`config.mk`:
```
export PLATFORM = sky130hd
export DESIGN_NAME = regfile_writer
export DESIGN_NICKNAME = d
export VERILOG_FILES = /design/src/rtl/cpu_pkg.sv /design/src/rtl/wb_fifo.sv /design/src/rtl/regfile_writer.sv
export SDC_FILE = /design/constraint.sdc
export NUM_CORES = 1
export LEC_CHECK = 0
export CAP_MARGIN = 20
export CELL_PAD_IN_SITES_DETAIL_PLACEMENT = 1
export CELL_PAD_IN_SITES_GLOBAL_PLACEMENT = 1
export CORE_MARGIN = 1.5
export CORE_UTILIZATION = 47
export CTS_CLUSTER_DIAMETER = 120
export DETAILED_ROUTE_END_ITERATION = 7
export HOLD_SLACK_MARGIN = 0.15
export PLACE_DENSITY = 0.91
export SLEW_MARGIN = 0
export SYNTH_ARGS = -nofsm -noshare
export SYNTH_HDL_FRONTEND = slang
export SYNTH_HIERARCHICAL = 1
export SYNTH_SLANG_ARGS = --single-unit
```
`constraint.sdc`:
```
create_clock -name clk -period 5 [get_ports clk]
set_input_delay 0.75 -clock clk [delete_from_list [all_inputs] [get_ports clk]]
set_output_delay 0.75 -clock clk [all_outputs]
set_load 0.005 [all_outputs]
```
`src/rtl/cpu_pkg.sv`:
```
// Shared CPU types for the register-file write path: destination selector
// encoding, special register indices and the queued write-back entry layout.
package cpu_pkg;

   typedef logic [4:0] reg_idx_t;

   typedef enum logic [1:0] {
      RD   = 2'b00,
      RT   = 2'b01,
      LINK = 2'b10,
      XP   = 2'b11
   } regdst_t;

   localparam reg_idx_t LINK_REG = 5'd31;
   localparam reg_idx_t XP_REG   = 5'd1;

   typedef struct packed {
      reg_idx_t    idx;
      logic [31:0] data;
   } wb_entry_t;

   // Index 0 coming out of here means the write is discarded by the caller.
   function automatic reg_idx_t resolve_dst(input regdst_t dst, input reg_idx_t idx,
                                            input reg_idx_t link_idx, input reg_idx_t xp_idx);
      case (dst)
         LINK:    return link_idx;
         XP:      return xp_idx;
         default: return idx;
      endcase
   endfunction

endpackage

```
`src/rtl/wb_fifo.sv`:
```
// Small synchronous FIFO holding long-latency write-back entries until the
// write port is free. DEPTH must be a power of two so the pointers wrap for free.
module wb_fifo #(
   parameter int DEPTH = 2,
   parameter int WIDTH = 37
) (
   input  logic             clk,
   input  logic             reset,
   input  logic             push,
   input  logic             pop,
   input  logic [WIDTH-1:0] din,
   output logic [WIDTH-1:0] dout,
   output logic             full,
   output logic             empty
);

   localparam int PW = (DEPTH > 1) ? $clog2(DEPTH) : 1;

   logic [PW-1:0]    wr_ptr_q, wr_ptr_d;
   logic [PW-1:0]    rd_ptr_q, rd_ptr_d;
   logic [PW:0]      count_q, count_d;
   logic [WIDTH-1:0] mem_q [DEPTH];
   logic [WIDTH-1:0] mem_d [DEPTH];
   logic             do_push;
   logic             do_pop;

   assign full    = (count_q == (PW+1)'(DEPTH));
   assign empty   = (count_q == '0);
   assign do_push = push && !full;
   assign do_pop  = pop && !empty;
   assign dout    = mem_q[rd_ptr_q];

   always_comb begin
      mem_d    = mem_q;
      wr_ptr_d = wr_ptr_q;
      rd_ptr_d = rd_ptr_q;
      count_d  = count_q;
      if (do_push) begin
         mem_d[wr_ptr_q] = din;
         wr_ptr_d        = wr_ptr_q + PW'(1);
      end
      if (do_pop) begin
         rd_ptr_d = rd_ptr_q + PW'(1);
      end
      case ({do_push, do_pop})
         2'b10:   count_d = count_q + (PW+1)'(1);
         2'b01:   count_d = count_q - (PW+1)'(1);
         default: count_d = count_q;
      endcase
   end

   always_ff @(posedge clk or posedge reset) begin
      if (reset) begin
         wr_ptr_q <= '0;
         rd_ptr_q <= '0;
         count_q  <= '0;
         for (int i = 0; i < DEPTH; i++) begin
            mem_q[i] <= '0;
         end
      end else begin
         wr_ptr_q <= wr_ptr_d;
         rd_ptr_q <= rd_ptr_d;
         count_q  <= count_d;
         mem_q    <= mem_d;
      end
   end

endmodule

```
`src/rtl/regfile_writer.sv`:
```
// Sole write-port initiator for the register file: ALU results win, queued
// long-latency results fill idle cycles, and a pending scoreboard feeds decode.
// Optional REGFILE_WRITER_FWD_EN adds a bypass of the not-yet-committed write.
module regfile_writer #(
   parameter int         DEPTH    = 2,
   parameter logic [4:0] LINK_REG = cpu_pkg::LINK_REG,
   parameter logic [4:0] XP_REG   = cpu_pkg::XP_REG
) (
   input  logic        clk,
   input  logic        reset,
   input  logic        alu_valid,
   input  logic [1:0]  alu_regdst,
   input  logic [4:0]  alu_reg,
   input  logic [31:0] alu_data,
   input  logic        ll_issue,
   input  logic [4:0]  ll_issue_reg,
   input  logic        ll_valid,
   output logic        ll_ready,
   input  logic [4:0]  ll_reg,
   input  logic [31:0] ll_data,
   input  logic [4:0]  chk_ra,
   input  logic [4:0]  chk_rb,
   output logic        hazard,
   output logic        waw_err,
   output logic        RegWrite,
   output logic [1:0]  RegDst,
   output logic [4:0]  wreg,
   output logic [31:0] wdata
`ifdef REGFILE_WRITER_FWD_EN
   ,
   output logic        fwd_a_hit,
   output logic        fwd_b_hit,
   output logic [31:0] fwd_data
`endif
);

   import cpu_pkg::*;

   wb_entry_t   head;
   logic        fifo_full;
   logic        fifo_empty;
   logic        fifo_push;
   logic        fifo_pop;
   reg_idx_t    alu_dst;

   logic        regwrite_q, regwrite_d;
   reg_idx_t    wreg_q, wreg_d;
   logic [31:0] wdata_q, wdata_d;
   logic [31:0] pending_q, pending_d;
   logic        waw_q, waw_d;

   assign alu_dst   = resolve_dst(regdst_t'(alu_regdst), alu_reg, LINK_REG, XP_REG);
   assign fifo_push = ll_valid && !fifo_full;
   assign fifo_pop  = !alu_valid && !fifo_empty;

   wb_fifo #(
      .DEPTH(DEPTH),
      .WIDTH($bits(wb_entry_t))
   ) u_wb_fifo (
      .clk   (clk),
      .reset (reset),
      .push  (fifo_push),
      .pop   (fifo_pop),
      .din   ({ll_reg, ll_data}),
      .dout  (head),
      .full  (fifo_full),
      .empty (fifo_empty)
   );

   // A destination of r0 still consumes its slot but never raises RegWrite.
   always_comb begin
      regwrite_d = 1'b0;
      wreg_d     = wreg_q;
      wdata_d    = wdata_q;
      if (alu_valid) begin
         if (alu_dst != '0) begin
            regwrite_d = 1'b1;
            wreg_d     = alu_dst;
            wdata_d    = alu_data;
         end
      end else if (fifo_pop) begin
         if (head.idx != '0) begin
            regwrite_d = 1'b1;
            wreg_d     = head.idx;
            wdata_d    = head.data;
         end
      end
   end

   // Clear before set so a new claim issued in the same cycle survives.
   always_comb begin
      pending_d = pending_q;
      if (fifo_pop) begin
         pending_d[head.idx] = 1'b0;
      end
      if (ll_issue && (ll_issue_reg != '0)) begin
         pending_d[ll_issue_reg] = 1'b1;
      end
      pending_d[0] = 1'b0;
      waw_d = waw_q || (alu_valid && (alu_dst != '0) && pending_q[alu_dst]);
   end

   always_ff @(posedge clk or posedge reset) begin
      if (reset) begin
         regwrite_q <= 1'b0;
         wreg_q     <= '0;
         wdata_q    <= '0;
         pending_q  <= '0;
         waw_q      <= 1'b0;
      end else begin
         regwrite_q <= regwrite_d;
         wreg_q     <= wreg_d;
         wdata_q    <= wdata_d;
         pending_q  <= pending_d;
         waw_q      <= waw_d;
      end
   end

   assign ll_ready = !fifo_full;
   assign hazard   = pending_q[chk_ra] || pending_q[chk_rb];
   assign waw_err  = waw_q;
   assign RegWrite = regwrite_q;
   assign RegDst   = RD;
   assign wreg     = wreg_q;
   assign wdata    = wdata_q;

`ifdef REGFILE_WRITER_FWD_EN
   assign fwd_a_hit = regwrite_q && (wreg_q == chk_ra) && (chk_ra != '0);
   assign fwd_b_hit = regwrite_q && (wreg_q == chk_rb) && (chk_rb != '0);
   assign fwd_data  = wdata_q;
`endif

endmodule

```
# Word-level counts from Yosys, hierarchy flattened
# Index checks and enable logic that the tools add are counted.
[word_totals] input_bits=96 output_inout_bits=43 word_cells=90 regBits=148
[classes] eq_ne=6 add_sub_neg=4 n_bitwise=5 magnitude_cmp=10 muxes=32 n_reduce_logical=23
[ops] op="2-to-1 mux 32 bit" count=6
[ops] op="2-to-1 mux 37 bit" count=4
[ops] op="bitwise mux 74 bit" count=1
[ops] op="demux 37 bit (select 1 bit)" count=1
[ops] op="AND 32 bit" count=1
[ops] op="NOT 32 bit" count=1
[ops] op="bitwise OR 32 bit" count=1
[ops] op="less-than comparator 5 x 6 -> 1 bit (second input constant)" count=5
[ops] op="2-to-1 mux 5 bit" count=4
[ops] op="binary-select mux 1 bit (select 5 bit)" count=3
[ops] op="nonzero test 5 bit" count=3
[ops] op="demux 1 bit (select 5 bit)" count=2
[ops] op=">= comparator 5 x 1 -> 1 bit (second input constant)" count=2
[ops] op="logical AND 1 bit" count=10
[ops] op="case mux 5 bit (2 select lines)" count=1
[ops] op="2-to-1 mux 1 bit" count=9
[ops] op="equality test 2 bit (second input constant)" count=4
[ops] op="nonzero test 2 bit" count=3
[ops] op=">= comparator 2 bit (second input constant)" count=2
[ops] op="NOT 1 -> 2 bit" count=2
[ops] op="case mux 2 bit (2 select lines)" count=1
[ops] op="zero test 1 bit" count=3
[ops] op="AND reduction 3 bit" count=1
[ops] op="adder 1 bit (second input constant)" count=2
[ops] op="7 further kinds" count=8

# Longest topological paths before layout
[depth] ltp_word=13 depth_mapped=10 mapped_depth_nobuf=8

# Cells and area by module
# The synthesis kept the hierarchy.
[by_module_without_submodules] mod="regfile_writer" seq_area_each_um2=1751.7 area_per_inst_um2=4286.6 n_inst=1 cells_each=404
[by_module_without_submodules] mod="wb_fifo" seq_area_each_um2=1951.9 area_per_inst_um2=3711.1 n_inst=1 cells_each=216

# Worst setup path after synthesis
# No wires, ideal clock.
[synth_path] path_type="input to output" startpoint="input port chk_ra[0]" endpoint="output port hazard" t_required_ps=4250 slack_ps=1962 arrival_time_ps=2288 n_path_buf=1 path_stages=5 path_cell_list="clkbuf_1 -> mux4_2 -> mux4_2 -> mux2i_1 -> nand3_1"
[synth_via] elab_chain_len=3
[synth_rtl] item="start: declaration" line="regfile_writer.sv:21" rtl="input logic [4:0] chk_ra,"
[synth_rtl] item="binary-select mux 1 bit (select 5 bit)" line="regfile_writer.sv:120" rtl="assign hazard = pending_q[chk_ra] || pending_q[chk_rb];"
[synth_rtl] item="2-to-1 mux 1 bit (implied by the code)" line="regfile_writer.sv:120"
[synth_rtl] item="logical OR 1 bit" line="regfile_writer.sv:120"
[synth_rtl] item="end: declaration" line="regfile_writer.sv:23" rtl="output logic hazard,"
# No other way between the ends. The select of a mux whose other input is x is not followed.

# Final worst setup path
# Ends and elaborated chain as after synthesis.

==> impl_metrics.json <==
{
  "coreArea_mm2": 0.0166,
  "fin_tns_setup_ps": 0,
  "cts.path.max_buffers": 2,
  "synth_edf_count": 0,
  "die_width_um": 133,
  "power.leakage_nw": 4.22,
  "routed.top_layer": "met4",
  "critical-path-top-delay-family": "buffers and inverters",
  "initial_core_util_pct": 48.2,
  "timing.critical_path.buf_inv": 2,
  "cts_resized": 0,
  "met1_length_um": 9870,
  "cts_made_buffers": 17,
  "critPathLaunch": "chk_ra[0]",
  "path_max_fanout": 9,
  "max_freq_mhz": 255,
  "drc": 0,
  "synth-seq-area-share_pct": 46.3,
  "dpl_worst_slack_ps": 1070,
  "reg2reg_depth": 7,
  "syn_area_mm2": 0.00800,
  "final_common_cell": "dfrtp_1",
  "critical_path.max_stage_delay_ps": 720,
  "vias": 5955,
  "finalHoldViolCount": 0,
  "dieArea_mm2": 0.0178,
  "rsz0062_at_grt": "false",
  "ys_async_sr_fraction_pct": 100,
  "synth_area_per_cell_um2": 12.9,
  "via_per_inst": 6.05,
  "place_area_mm2": 0.00938,
  "crit_path_end_kind": "primary output",
  "nets": 847,
  "layout_min_cycle_time_ps": 3920,
  "grtUsageTotal_pct": 29.8,
  "htreeDepth": 4,
  "startpoint_type": "primary input",
  "cts_tree": "done",
  "io_buffers": 136,
  "gr-total-overflow": 0,
  "wl_um": 25600,
  "period_share_pct": 78.5,
  "post_cts_buffers": 0,
  "routed-wl-met3_um": 1440,
  "finalMaxSlewViolations": 0,
  "grt_max_degree": 41,
  "wl_per_cell_um": 26.0,
  "syn_inst": 620,
  "synth_warnings": 6,
  "hp-class": "reg -> reg",
  "antenna_found_initial": 2,
  "path_cells": "clkdlybuf4s50_1 > mux4_2 > mux4_2 > mux2i_1 > nand3_1 > clkdlybuf4s50_1",
  "max-slew-margin-rel_pct": 35.2,
  "rrSetupSlack_ps": 1670,
  "synth_top_area_share_pct": 46.3,
  "drive_gt1_share_pct": 32.5,
  "grt_pass1_vias": 6833,
  "synth_top_cell_by_area": "dfrtp_1",
  "fin_ws_ps": 1080,
  "path_clk_slew_ps": 70,
  "netlist_top_cells_area": "dfrtp_1 (46%), mux2_4 (11%), mux2_2 (7.5%)",
  "crit_arrival_ps": 3170,
  "drt.antenna.violating_nets": 0,
  "final_cell_mix": "dfrtp_1 (147), clkdlybuf4s50_1 (135), o21ai_0 (74)",
  "grt_pass1_wl_um": 40100,
  "clk_latency_ps": 440,
  "status": "completed",
  "setup_violations": 0,
  "r2r-end": "wdata[2]",
  "crit_type": "in -> out",
  "path_depth": 6,
  "finalInstanceArea_mm2": 0.00995,
  "ios": 139,
  "cts_sinks": 148,
  "die-height_um": 133,
  "hpwl_um": 16700,
  "required_ps": 4250,
  "cp_slowest_cell": "clkdlybuf4s50_1",
  "ir_drop_uv": 369,
  "area_growth_pct": 24.4,
  "globalplace.congestion": 0.847,
  "drt_iter0_drc": 446,
  "r2r_start": "u_wb_fifo/rd_ptr_q",
  "worstMarginPinSlew_ps": 971,
  "wl_met2_um": 13300,
  "fin_skew_ps": 11.5,
  "hold_buffers": 0,
  "maxCapViolCount": 0,
  "synth-main-ff-cell": "dfrtp_1",
  "synth-seq-cells": 148,
  "rows": 47,
  "synthDistinctLibCells": 50,
  "power_density_mw_per_mm2": 644,
  "root_buffer": "clkbuf_16",
  "crit_end": "hazard",
  "first_pass_iters": 5
}
-- worst min-delay path, delay by kind of cell, from the launching register on --
kind / cells / cell delay (ps)
flip-flops: 1 / 360
AND/OR/NAND/NOR: 1 / 50
AO/OA/AOI/OAI: 1 / 40
-- synthesized netlist by cell type, drive strengths merged (3+ instances only) --
cell type  instances
xnor2              3
dfrtp            148
mux2             113
nor2               9
inv                9
nand3b            12
or3                3
a311oi             3
mux2i             48
nand2             53
o21ai            111
nor3               3
nor2b              5
nand3              7
a21oi              7
buf               22
mux4              16
or3b               5
clkbuf            14
nand2b             5
-- worst min-delay path by stage --
stage,depth (start not counted),to,from
5_1_grt,2,wdata[3],wdata[3]
4_1_cts,2,wdata[11],wdata[11]
3_5_place_dp,2,wdata[11],wdata[11]
3_3_place_gp,2,wdata[14],wdata[14]
6_report,2,wdata[1],wdata[1]
2_1_floorplan,1,u_wb_fifo/wr_ptr_q,u_wb_fifo/wr_ptr_q
-- sequential cells by signal, indices dropped and copies added, names as in the netlist --
name / flops
wreg: 5
u_wb_fifo/wr_ptr_q: 1
RegWrite: 1
u_wb_fifo/count_q: 2
u_wb_fifo/mem_q: 74
wdata: 32
waw_err: 1
u_wb_fifo/rd_ptr_q: 1
pending_q: 31
-- area by class of cell --
type / count / area, um^2
fillers: 1648 / 6630
diodes: 1 / 2.50
clock buffers: 18 / 429
repair buffers: 146 / 1460
multi-input cells: 428 / 3910
flip-flops and latches: 148 / 3700
inverters: 9 / 35.0
clock inverters: 14 / 140
well taps: 220 / 275
-- stage by stage --
stage,utilization (%),hold WS [ps],total power (W),cells
detailed placement,56.6,469,0.00499,951
finish,60.0,484,0.00640,984
global placement,56.6,459,0.00474,951
CTS,60.0,488,0.00638,983
global route,60.0,510,0.00667,984
floorplan,-,460,0.00404,621
-- routing by layer --
metal / global-route usage (%) / vias up
li1: - / 2531
met1: 35.5 / 3089
met2: 51.7 / 262
met3: 5.63 / 73
met4: 14.9 / 0
met5: 0 / -
-- logic make-up after synthesis --
group	count (synthesis)	share of synthesized area (%)
other cells	1	0.0469
flops	148	46.3
buf+inv	45	4.88
mux	177	29.2
fa+ha+maj	1	0.156
compound gates	134	11.0
simple gates	109	7.87
xor+xnor	5	0.548
-- report_power, final --
part	internal (W)	total [W]	switching (W)	leakage, nW
clock	0.000699	0.00128	0.000578	0.275
sequential	0.00181	0.00240	0.000592	1.77
combinational	0.00153	0.00273	0.00120	2.17
Note: power is estimated with default switching activity, not from simulation.
